<file path="config.mk">
export PLATFORM = sky130hd
export DESIGN_NAME = add_arbiter_flat
export DESIGN_NICKNAME = d
export VERILOG_FILES = /design/src/rtl/add_arbiter_if.sv /design/src/rtl/add_arbiter.sv /design/src/flat_wrapper.sv
export SDC_FILE = /design/constraint.sdc
export NUM_CORES = 1
export LEC_CHECK = 0
export CORE_ASPECT_RATIO = 1.2
export CORE_MARGIN = 3
export CORE_UTILIZATION = 50
export CTS_CLUSTER_SIZE = 24
export DETAILED_ROUTE_END_ITERATION = 16
export HOLD_SLACK_MARGIN = 0.06
export PLACE_DENSITY = 0.85
export SETUP_SLACK_MARGIN = 0.02
export SLEW_MARGIN = 20
export SYNTH_ARGS = -nofsm -noshare
export SYNTH_HDL_FRONTEND = slang
export SYNTH_SLANG_ARGS = --single-unit
</file>
<file path="constraint.sdc">
create_clock -name clk -period 4.6 [get_ports clk]
set_clock_uncertainty 0.15 [all_clocks]
set_input_delay 0.92 -clock clk [delete_from_list [all_inputs] [get_ports clk]]
set_output_delay 0.92 -clock clk [all_outputs]
set_load 0.1 [all_outputs]
</file>
<file path="src/rtl/add_arbiter_if.sv">
// Bundle between the three adder requesters and add_arbiter.
// The requester side owns req and the operands; the arbiter owns the rest.
interface add_arbiter_if #(parameter int N = 5) ();
  logic [2:0]   req;
  logic [N-1:0] a0;
  logic [N-1:0] b0;
  logic [N-1:0] a1;
  logic [N-1:0] b1;
  logic [N-1:0] a2;
  logic [N-1:0] b2;
  logic [2:0]   gnt;
  logic [2:0]   done;
  logic [N-1:0] result;
  logic         carry;
  logic         busy;

  modport master (
    output req, a0, b0, a1, b1, a2, b2,
    input  gnt, done, result, carry, busy
  );

  modport slave (
    input  req, a0, b0, a1, b1, a2, b2,
    output gnt, done, result, carry, busy
  );
endinterface

</file>
<file path="src/rtl/add_arbiter.sv">
// Round-robin sequencer sharing one add2 adder among PC-increment, branch-target
// and effective-address requesters; one registered add in flight at a time.
module add2 #(parameter int N = 5) (
  input  logic [N-1:0] a_i,
  input  logic [N-1:0] b_i,
  output logic [N-1:0] sum_o,
  output logic         carry_o
);
  assign {carry_o, sum_o} = {1'b0, a_i} + {1'b0, b_i};
endmodule

module add_arbiter #(parameter int N = 5) (
  input  logic         clk,
  input  logic         rst_n,
  add_arbiter_if.slave bus
);
  typedef enum logic [1:0] {S_IDLE = 2'd0, S_EXEC = 2'd1, S_DONE = 2'd2} state_t;

  state_t       state_q, state_d;
  logic [1:0]   ptr_q, ptr_d;
  logic [1:0]   owner_q, owner_d;
  logic [1:0]   win_s;
  logic [N-1:0] opa_q, opa_d, opb_q, opb_d;
  logic [N-1:0] result_q, result_d, sum_s;
  logic [2:0]   gnt_q, gnt_d, done_q, done_d;
  logic         carry_q, carry_d, cout_s;
  logic         busy_q, busy_d;

  add2 #(.N(N)) u_add2 (.a_i(opa_q), .b_i(opb_q), .sum_o(sum_s), .carry_o(cout_s));

  // Winner is the first set request at or above ptr, wrapping modulo 3.
  always_comb begin
    win_s = 2'd0;
    case (ptr_q)
      2'd1: begin
        if (bus.req[1])      win_s = 2'd1;
        else if (bus.req[2]) win_s = 2'd2;
        else                 win_s = 2'd0;
      end
      2'd2: begin
        if (bus.req[2])      win_s = 2'd2;
        else if (bus.req[0]) win_s = 2'd0;
        else                 win_s = 2'd1;
      end
      default: begin
        if (bus.req[0])      win_s = 2'd0;
        else if (bus.req[1]) win_s = 2'd1;
        else                 win_s = 2'd2;
      end
    endcase
  end

  // Next state; gnt and done default low so each is a single-cycle pulse.
  always_comb begin
    state_d  = state_q;
    ptr_d    = ptr_q;
    owner_d  = owner_q;
    opa_d    = opa_q;
    opb_d    = opb_q;
    result_d = result_q;
    carry_d  = carry_q;
    gnt_d    = 3'b000;
    done_d   = 3'b000;
    case (state_q)
      S_IDLE: begin
        if (bus.req != 3'b000) begin
          owner_d = win_s;
          gnt_d   = 3'b001 << win_s;
          state_d = S_EXEC;
          case (win_s)
            2'd1:    begin opa_d = bus.a1; opb_d = bus.b1; end
            2'd2:    begin opa_d = bus.a2; opb_d = bus.b2; end
            default: begin opa_d = bus.a0; opb_d = bus.b0; end
          endcase
        end else begin
          state_d = S_IDLE;
        end
      end
      S_EXEC: begin
        result_d = sum_s;
        carry_d  = cout_s;
        done_d   = 3'b001 << owner_q;
        state_d  = S_DONE;
      end
      S_DONE: begin
        ptr_d   = (owner_q == 2'd2) ? 2'd0 : owner_q + 2'd1;
        state_d = S_IDLE;
      end
      default: begin
        state_d = S_IDLE;
      end
    endcase
    busy_d = (state_d != S_IDLE);
  end

  // State and output registers; reset discards any operation in flight.
  always_ff @(posedge clk or negedge rst_n) begin
    if (!rst_n) begin
      state_q  <= S_IDLE;
      ptr_q    <= 2'd0;
      owner_q  <= 2'd0;
      opa_q    <= {N{1'b0}};
      opb_q    <= {N{1'b0}};
      result_q <= {N{1'b0}};
      carry_q  <= 1'b0;
      gnt_q    <= 3'b000;
      done_q   <= 3'b000;
      busy_q   <= 1'b0;
    end else begin
      state_q  <= state_d;
      ptr_q    <= ptr_d;
      owner_q  <= owner_d;
      opa_q    <= opa_d;
      opb_q    <= opb_d;
      result_q <= result_d;
      carry_q  <= carry_d;
      gnt_q    <= gnt_d;
      done_q   <= done_d;
      busy_q   <= busy_d;
    end
  end

  assign bus.gnt    = gnt_q;
  assign bus.done   = done_q;
  assign bus.result = result_q;
  assign bus.carry  = carry_q;
  assign bus.busy   = busy_q;
endmodule
</file>
<file path="src/flat_wrapper.sv">
// flat-port wrapper written by rule: the top's interface ports become plain ports
module add_arbiter_flat 
#(parameter int N = 5)
  (clk, rst_n, bus_req, bus_a0, bus_b0, bus_a1, bus_b1, bus_a2, bus_b2, bus_gnt, bus_done, bus_result, bus_carry, bus_busy);
  add_arbiter_if #(.N(N)) bus_i ();
  input  logic clk;
  input  logic rst_n;
  input wire logic [$bits(bus_i.req)-1:0] bus_req;
  input wire logic [$bits(bus_i.a0)-1:0] bus_a0;
  input wire logic [$bits(bus_i.b0)-1:0] bus_b0;
  input wire logic [$bits(bus_i.a1)-1:0] bus_a1;
  input wire logic [$bits(bus_i.b1)-1:0] bus_b1;
  input wire logic [$bits(bus_i.a2)-1:0] bus_a2;
  input wire logic [$bits(bus_i.b2)-1:0] bus_b2;
  output wire logic [$bits(bus_i.gnt)-1:0] bus_gnt;
  output wire logic [$bits(bus_i.done)-1:0] bus_done;
  output wire logic [$bits(bus_i.result)-1:0] bus_result;
  output wire logic [$bits(bus_i.carry)-1:0] bus_carry;
  output wire logic [$bits(bus_i.busy)-1:0] bus_busy;
  assign bus_i.req = bus_req;
  assign bus_i.a0 = bus_a0;
  assign bus_i.b0 = bus_b0;
  assign bus_i.a1 = bus_a1;
  assign bus_i.b1 = bus_b1;
  assign bus_i.a2 = bus_a2;
  assign bus_i.b2 = bus_b2;
  assign bus_gnt = bus_i.gnt;
  assign bus_done = bus_i.done;
  assign bus_result = bus_i.result;
  assign bus_carry = bus_i.carry;
  assign bus_busy = bus_i.busy;
  add_arbiter #(.N(N)) u_core (.clk(clk), .rst_n(rst_n), .bus(bus_i));
endmodule
</file>
==> results of run 1 <==
## critical path, cell delays in order
cell             delay, ns
clkdlybuf4s50_1       0.45
nor2b_1               0.18
a21oi_1               0.05
o21ai_0               0.30
inv_1                 0.11
ha_1                  0.48
o21ai_0               0.33
o21ai_2               0.07
## power groups by stage
stage	combinational (mW)	sequential, mW	clock [mW]
3_3_place_gp	1.05	0.435	0
5_1_grt	1.18	0.454	0.154
3_5_place_dp	1.08	0.445	0
4_1_cts	1.08	0.439	0.141
6_report	1.07	0.437	0.135
2_1_floorplan	0.569	0.753	0
## layout by cell type (no fill, tap or decap), drive strengths merged
| cell | netlist | routed |
|---|---|---|
| o41a | 1 | 1 |
| nand2 | 33 | 33 |
| clkinv | 1 | 1 |
| nor3 | 4 | 4 |
| ha | 10 | 10 |
| o31ai | 3 | 3 |
| dfrtp | 29 | 29 |
| clkbuf | 5 | 8 |
| a21oi | 3 | 3 |
| o21a | 2 | 2 |
| and2 | 3 | 3 |
| a22oi | 10 | 10 |
| nor3b | 2 | 2 |
| nand2b | 3 | 3 |
| nand3b | 1 | 1 |
| clkdlybuf4s50 | 0 | 46 |
| nor2 | 2 | 2 |
| buf | 3 | 2 |
| mux2 | 1 | 1 |
| nor2b | 4 | 4 |
| xor2 | 1 | 1 |
| o21ai | 28 | 28 |
| or3 | 1 | 1 |
| fa | 1 | 1 |
| inv | 9 | 9 |
## path summary, 6_finish.rpt
kind	end	slack [ns]	startpoint
min in group asynchronous	u_core.state_q[0]	0.45	rst_n
max reg2reg	u_core.opb_q[2]	2.03	u_core.ptr_q[0]
min reg2reg	u_core.bus.result[3]	0.33	u_core.bus.result[3]
max in group asynchronous	u_core.bus.result[1]	3.38	rst_n
min	u_core.bus.result[3]	0.33	u_core.bus.result[3]
max	u_core.opb_q[2]	1.73	bus_req[0]
## Yosys cell counts (all sizes together)
cell / instances
and2: 3
mux2: 1
dfrtp: 29
nor2b: 4
clkinv: 1
nor3: 4
inv: 9
ha: 10
o21a: 2
or3: 1
nand2: 33
nand3b: 1
nand2b: 3
o41a: 1
o31ai: 3
xor2: 1
nor3b: 2
o21ai: 28
clkbuf: 5
fa: 1
buf: 3
a21oi: 3
nor2: 2
a22oi: 10
## flip-flops by register name, indices dropped and copies added, names as in the netlist
name	flops
u_core.state_q	2
u_core.bus.done	3
u_core.bus.gnt	3
u_core.bus.busy	1
u_core.bus.carry	1
u_core.opa_q	5
u_core.bus.result	5
u_core.owner_q	2
u_core.ptr_q	2
u_core.opb_q	5
## metrics by stage
| step | setup slack [ns] | cell area [µm²] | util | power (mW) | hold WS (ns) |
|---|---|---|---|---|---|
| after global placement | 1.536 | 2006 | 0.7003 | 1.482 | 0.3096 |
| after floorplan | 2.149 | 1546 | - | 1.322 | 0.3053 |
| after detailed placement | 1.428 | 2001 | 0.6986 | 1.524 | 0.3244 |
| final | 1.732 | 2049 | 0.7156 | 1.647 | 0.3340 |
| after global routing | 1.529 | 2049 | 0.7156 | 1.784 | 0.3748 |
| after CTS | 1.714 | 2049 | 0.7156 | 1.664 | 0.3434 |
## kinds of logic (layout without fill, tap and decap cells)
logic type,after synthesis,count (layout),share of synthesized area
xor gates and xnor gates,1,1,0.005664
muxes,1,1,0.007281
and+or+nand+nor,53,53,0.1570
DFF,29,29,0.4693
buffers and inverters,18,66,0.06715
AOI/OAI and AO/OA,47,47,0.1998
adders and majority gates,11,11,0.09385
## layer usage
layer | part of all wire | routed length, µm | vias to the layer above
met4 | 0.021 | 60 | 0
met5 | 0 | 0 | -
li1 | - | - | 644
met1 | 0.38 | 1094 | 562
met3 | 0.069 | 200 | 7
met2 | 0.53 | 1551 | 45
## cell type report
class	count	area (µm²)
Timing Repair Buffer	48	473.0
Multi-Input combinational cell	113	716.9
Clock buffer	8	48.80
Inverter	10	42.54
Tap cell	34	42.54
Fill cell	219	814.5
Sequential cell	29	725.7
==> impl_metrics.csv, run 1 <==
group,metric,value,unit
status,outcome,"completed",
synth,syn_area_per_cell,9.666,µm²
sta,finalSetupTns,0,ns
clock_network,cts_hold_buf,0,
synth,synth_cell_types,27,
final_layout,area_delta_synth_final,32.52,%
clock_network,cts_buffers,5,
global_routing,grt_busiest_layer,"met2",
die,chipHeight,66.92,µm
final_layout,n_antenna_cell,0,
run,drv_cap,0,
final_layout,fin_nets,253,
pwr,power_frac_seq,0.265,
pwr,peakVddDrop,510.2,µV
die,dieArea,0.003799,mm²
sta,tightest_slew,0.9785,ns
pwr,power.density,803.5,mW/mm²
route,drc_errors,0,
clock_network,tritoncts,"built",
route,dr.pass1.iters,4,
pwr,p_sw_frac,0.5267,
sta,relSlewSlack,0.3456,
sta,hold_viol,0,
worst_setup_path,worstPathArrival,2.88,ns
synth,synthCells,160,
clock_network,cts_resized,0,
global_routing,grt_pass1_wl,5002,µm
min_path,hold-path-cell-count,2,
route,wl,2906,µm
die,die_w,56.77,µm
synth,seq_area_frac_synth,0.4693,
sta,max_freq,0.3486,GHz
sta,period_share,0.6236,
global_routing,gr-usage-all-layers,0.1693,
worst_setup_path,r2r_cells,9,
route,ant_nets,0,
clock_network,cts_setup_buffers,0,
route,vias,1258,
route,wire_per_inst,12.01,µm
worst_setup_path,critPathCaptureType,"flop",
global_routing,antenna_found_initial,0,
clock_network,clk-insertion-delay-late,0.30,ns
placed_design,portBuffers,47,
global_routing,grt_pass1_vias,1237,
die,core-area,0.002864,mm²
global_routing,overflow,0,
pwr,p_int,0.7794,mW
global_routing,grt_max_degree,29,
placed_design,place_inst,234,
die,rows,21,
synth,ys_seq_elements,29,
pwr,power.clock.fraction,0.082,
synth,yosys.area.top_type_share,0.4693,
global_routing,use_met2,0.3338,
global_routing,met3_usage,0.03876,
pwr,p_leak,0.8990,nW
pwr,p_sw,0.8674,mW
die,start_util,0.5400,
route,vias_per_cell,5.198,
synth,syn-num-nets,206,
synth,ys_warn_count,0,
synth,yosysTopAreaCell,"dfrtp_1",
pwr,p_comb_frac,0.653,
route,drt_iter0_markers,19,
final_layout,drive_above_1_share,0.07692,
synth,synth_area_leaders,"dfrtp_1, ha_1, nand2_1",
sta,setup_viol,0,
clock_network,root_buffer,"clkbuf_4",
placed_design,gp_congestion,0.8311,
clock_network,htreeDepth,2,
clock_network,clockBufferDepth,2,
sta,rsz0062_at_grt,"false",
global_routing,met1_usage,0.1687,
final_layout,layout.cells.non_filler,242,
clock_network,clkSinkCount,29,
worst_setup_path,start_kind,"input port",
worst_setup_path,cp.required,4.61,ns
die,pin_count,48,
clock_network,clk_pin_slew_worst_paths,0.08,ns
sta,drv_slew,0,
min_path,min_path_type,"reg2reg",
worst_setup_path,path_max_fanout,20,
worst_setup_path,path_class,"in2reg",
placed_design,hpwlAfterDp,2417,µm
sta,min_period,2.868,ns
synth,syn_area,0.001546,mm²
No activity file was read; power rests on OpenSTA's default activity.
==> inputs of run 2 (changes only) <==
--- a/config.mk
+++ b/config.mk
@@ -7,11 +7,11 @@
 export LEC_CHECK = 0
 export CORE_ASPECT_RATIO = 1.2
 export CORE_MARGIN = 3
-export CORE_UTILIZATION = 50
+export CORE_UTILIZATION = 42
 export CTS_CLUSTER_SIZE = 24
 export DETAILED_ROUTE_END_ITERATION = 16
 export HOLD_SLACK_MARGIN = 0.06
-export PLACE_DENSITY = 0.85
+export PLACE_DENSITY = 0.76
 export SETUP_SLACK_MARGIN = 0.02
 export SLEW_MARGIN = 20
 export SYNTH_ARGS = -nofsm -noshare
==> constraint.sdc (replaced) <==
create_clock -name clk -period 2.4 [get_ports clk]
set_clock_uncertainty 0.15 [all_clocks]
set_input_delay 0.48 -clock clk [delete_from_list [all_inputs] [get_ports clk]]
set_output_delay 0.48 -clock clk [all_outputs]
set_load 0.1 [all_outputs]
==> run 2 against run 1 <==
  * Via count decreased by 0.24%
  * Global-route usage fell by 1.2 points
  * Setup slack got worse by 1.7 ns
  * Worst hold slack got worse by 0.0066 ns
  * Routed wire length grew 7.4%
  * Die area increased by 17%
  * Critical endpoint unchanged
==> impl_metrics.csv, run 2 (synthesis results as in run 1) <==
group,metric,value,unit
die,rows,23,
global_routing,grt_pass1_wl,5368,µm
sta,relSlewSlack,0.6756,
worst_setup_path,critPathCaptureType,"flop",
clock_network,clk-insertion-delay-late,0.28,ns
status,outcome,"completed",
pwr,power.clock.fraction,0.106,
sta,layout_setup_ws,0.07497,ns
clock_network,clockBufferDepth,2,
die,dieArea,0.004449,mm²
sta,min_period,2.325,ns
final_layout,layout.cells.non_filler,252,
global_routing,overflow,0,
worst_setup_path,startpoint,"u_core.ptr_q[1]",
sta,setup_viol,0,
worst_setup_path,cp.required,2.41,ns
route,wl,3121,µm
final_layout,drive_above_1_share,0.2233,
clock_network,clkSinkCount,29,
sta,drv_slew,0,
placed_design,hpwlAfterDp,2385,µm
die,start_util,0.4516,
route,ant_nets,0,
final_layout,final_cell_mix,"nand2_1, clkdlybuf4s50_1, dfrtp_1",
global_routing,gr-usage-all-layers,0.1577,
final_layout,layout.area.seq,725.7,µm²
worst_setup_path,start_kind,"flop",
sta,period_share,0.9688,
worst_setup_path,critPathMaxStageDelay,0.42,ns
pwr,peakVddDrop,670.4,µV
pwr,power_frac_seq,0.242,
placed_design,dpl_cell_area,0.002014,mm²
worst_setup_path,path_max_fanout,11,
pwr,power.density,1598,mW/mm²
pwr,p_int,1.715,mW
route,drc_errors,0,
final_layout,post-route-util,0.6357,
sta,rsz0062_at_grt,"true",
pwr,p_comb_frac,0.652,
route,drt_iter0_markers,35,
worst_setup_path,path_cells,"ha_4, o41a_1, buf_4, ha_1, buf_6, a22oi_1, nand2_1, o21ai_2, o21ai_2",
pwr,p_sw_frac,0.5069,
placed_design,portBuffers,47,
worst_setup_path,path_class,"reg2reg",
route,vias,1255,
pwr,power.total,3.478,mW
global_routing,grt_max_degree,30,
die,pin_count,48,
final_layout,area_delta_synth_final,40.78,%
global_routing,grt_pass1_vias,1311,
sta,fin_hold_ws,0.3274,ns
sta,max_freq,0.4301,GHz
worst_setup_path,r2r_start,"u_core.ptr_q[1]",
run,drv_cap,0,
route,dr.pass1.iters,4,
final_layout,final_area,0.002177,mm²
sta,hold_viol,0,
sta,finalSetupTns,0,ns
route,vias_per_cell,4.980,
pwr,p_leak,0.9886,nW
pwr,p_sw,1.763,mW
clock_network,tritoncts,"built",
placed_design,place_inst,242,
die,chipHeight,72.47,µm
worst_setup_path,critPathSlowestCell,"dfrtp_1",
clock_network,root_buffer,"clkbuf_8",
min_path,min_path_type,"reg2reg",
route,wire_per_inst,12.38,µm
placed_design,pre_cts_slack,-0.2230,ns
worst_setup_path,cpMostUsedCell,"o21ai_2",
die,core-area,0.003425,mm²
placed_design,gp_congestion,0.7401,
final_layout,n_antenna_cell,0,
clock_network,cts_hold_buf,0,
final_layout,fin_nets,260,
clock_network,cts_buffers,5,
sta,tightest_slew,0.4866,ns
final_layout,fillers,291,
worst_setup_path,worstPathArrival,2.33,ns
min_path,min_from,"u_core.bus.result[3]",
clock_network,htreeDepth,2,
die,die_w,61.40,µm
clock_network,clk_pin_slew_worst_paths,0.06,ns
final_layout,multi_input_area,775.7,µm²
global_routing,antenna_found_initial,0,
-- run 2: final timing paths --
check,to,slack (ns),depth (start not counted)
hold reg to reg,u_core.bus.result[3],0.33,2
setup / recovery,u_core.opb_q[2],0.07,9
max in group asynchronous,u_core.opa_q[1],1.41,2
setup reg to reg,u_core.opb_q[2],0.07,9
min in group asynchronous,u_core.bus.result[1],0.43,2
hold / removal,u_core.bus.result[3],0.33,2
-- run 2: power by group through the flow --
stage | combinational [mW] | clock (mW) | sequential (mW)
6_report | 2.27 | 0.368 | 0.843
5_1_grt | 2.52 | 0.403 | 0.876
4_1_cts | 2.11 | 0.380 | 0.842
3_5_place_dp | 2.08 | 0 | 0.850
3_3_place_gp | 2.04 | 0 | 0.835
2_1_floorplan | 1.09 | 0 | 1.44
-- run 2: what timing repair did --
item	CTS	global route
pin swaps	0	2
gates cloned	0	0
resized for setup	1	20
buffers inserted	1	1
endpoints found under the setup margin	10	10
-- run 2: critical path, delay by kind of cell, from the launching register on --
kind            cells  cell delay (ns)
compound gates      4             0.74
fa+ha+maj           2             0.47
buf+inv             2             0.30
flops               1             0.42
simple gates        1             0.11
-- run 2: routing by layer --
layer / share of wire / vias to the layer above / wire (µm) / track usage
li1: - / 653 / - / -
met1: 0.38 / 555 / 1191 / 0.1744
met2: 0.54 / 42 / 1679 / 0.2765
met3: 0.066 / 5 / 206 / 0.05516
met4: 0.014 / 0 / 43 / 0.04953
met5: 0 / - / 0 / 0
-- run 2: layout make-up --
cell class | count | area share
clock inverters | 2 | 0.004598
inverters | 10 | 0.01954
clock buffers | 6 | 0.03333
flip-flops and latches | 29 | 0.3333
multi-input cells | 113 | 0.3563
well taps | 37 | 0.02126
repair buffers | 55 | 0.2316
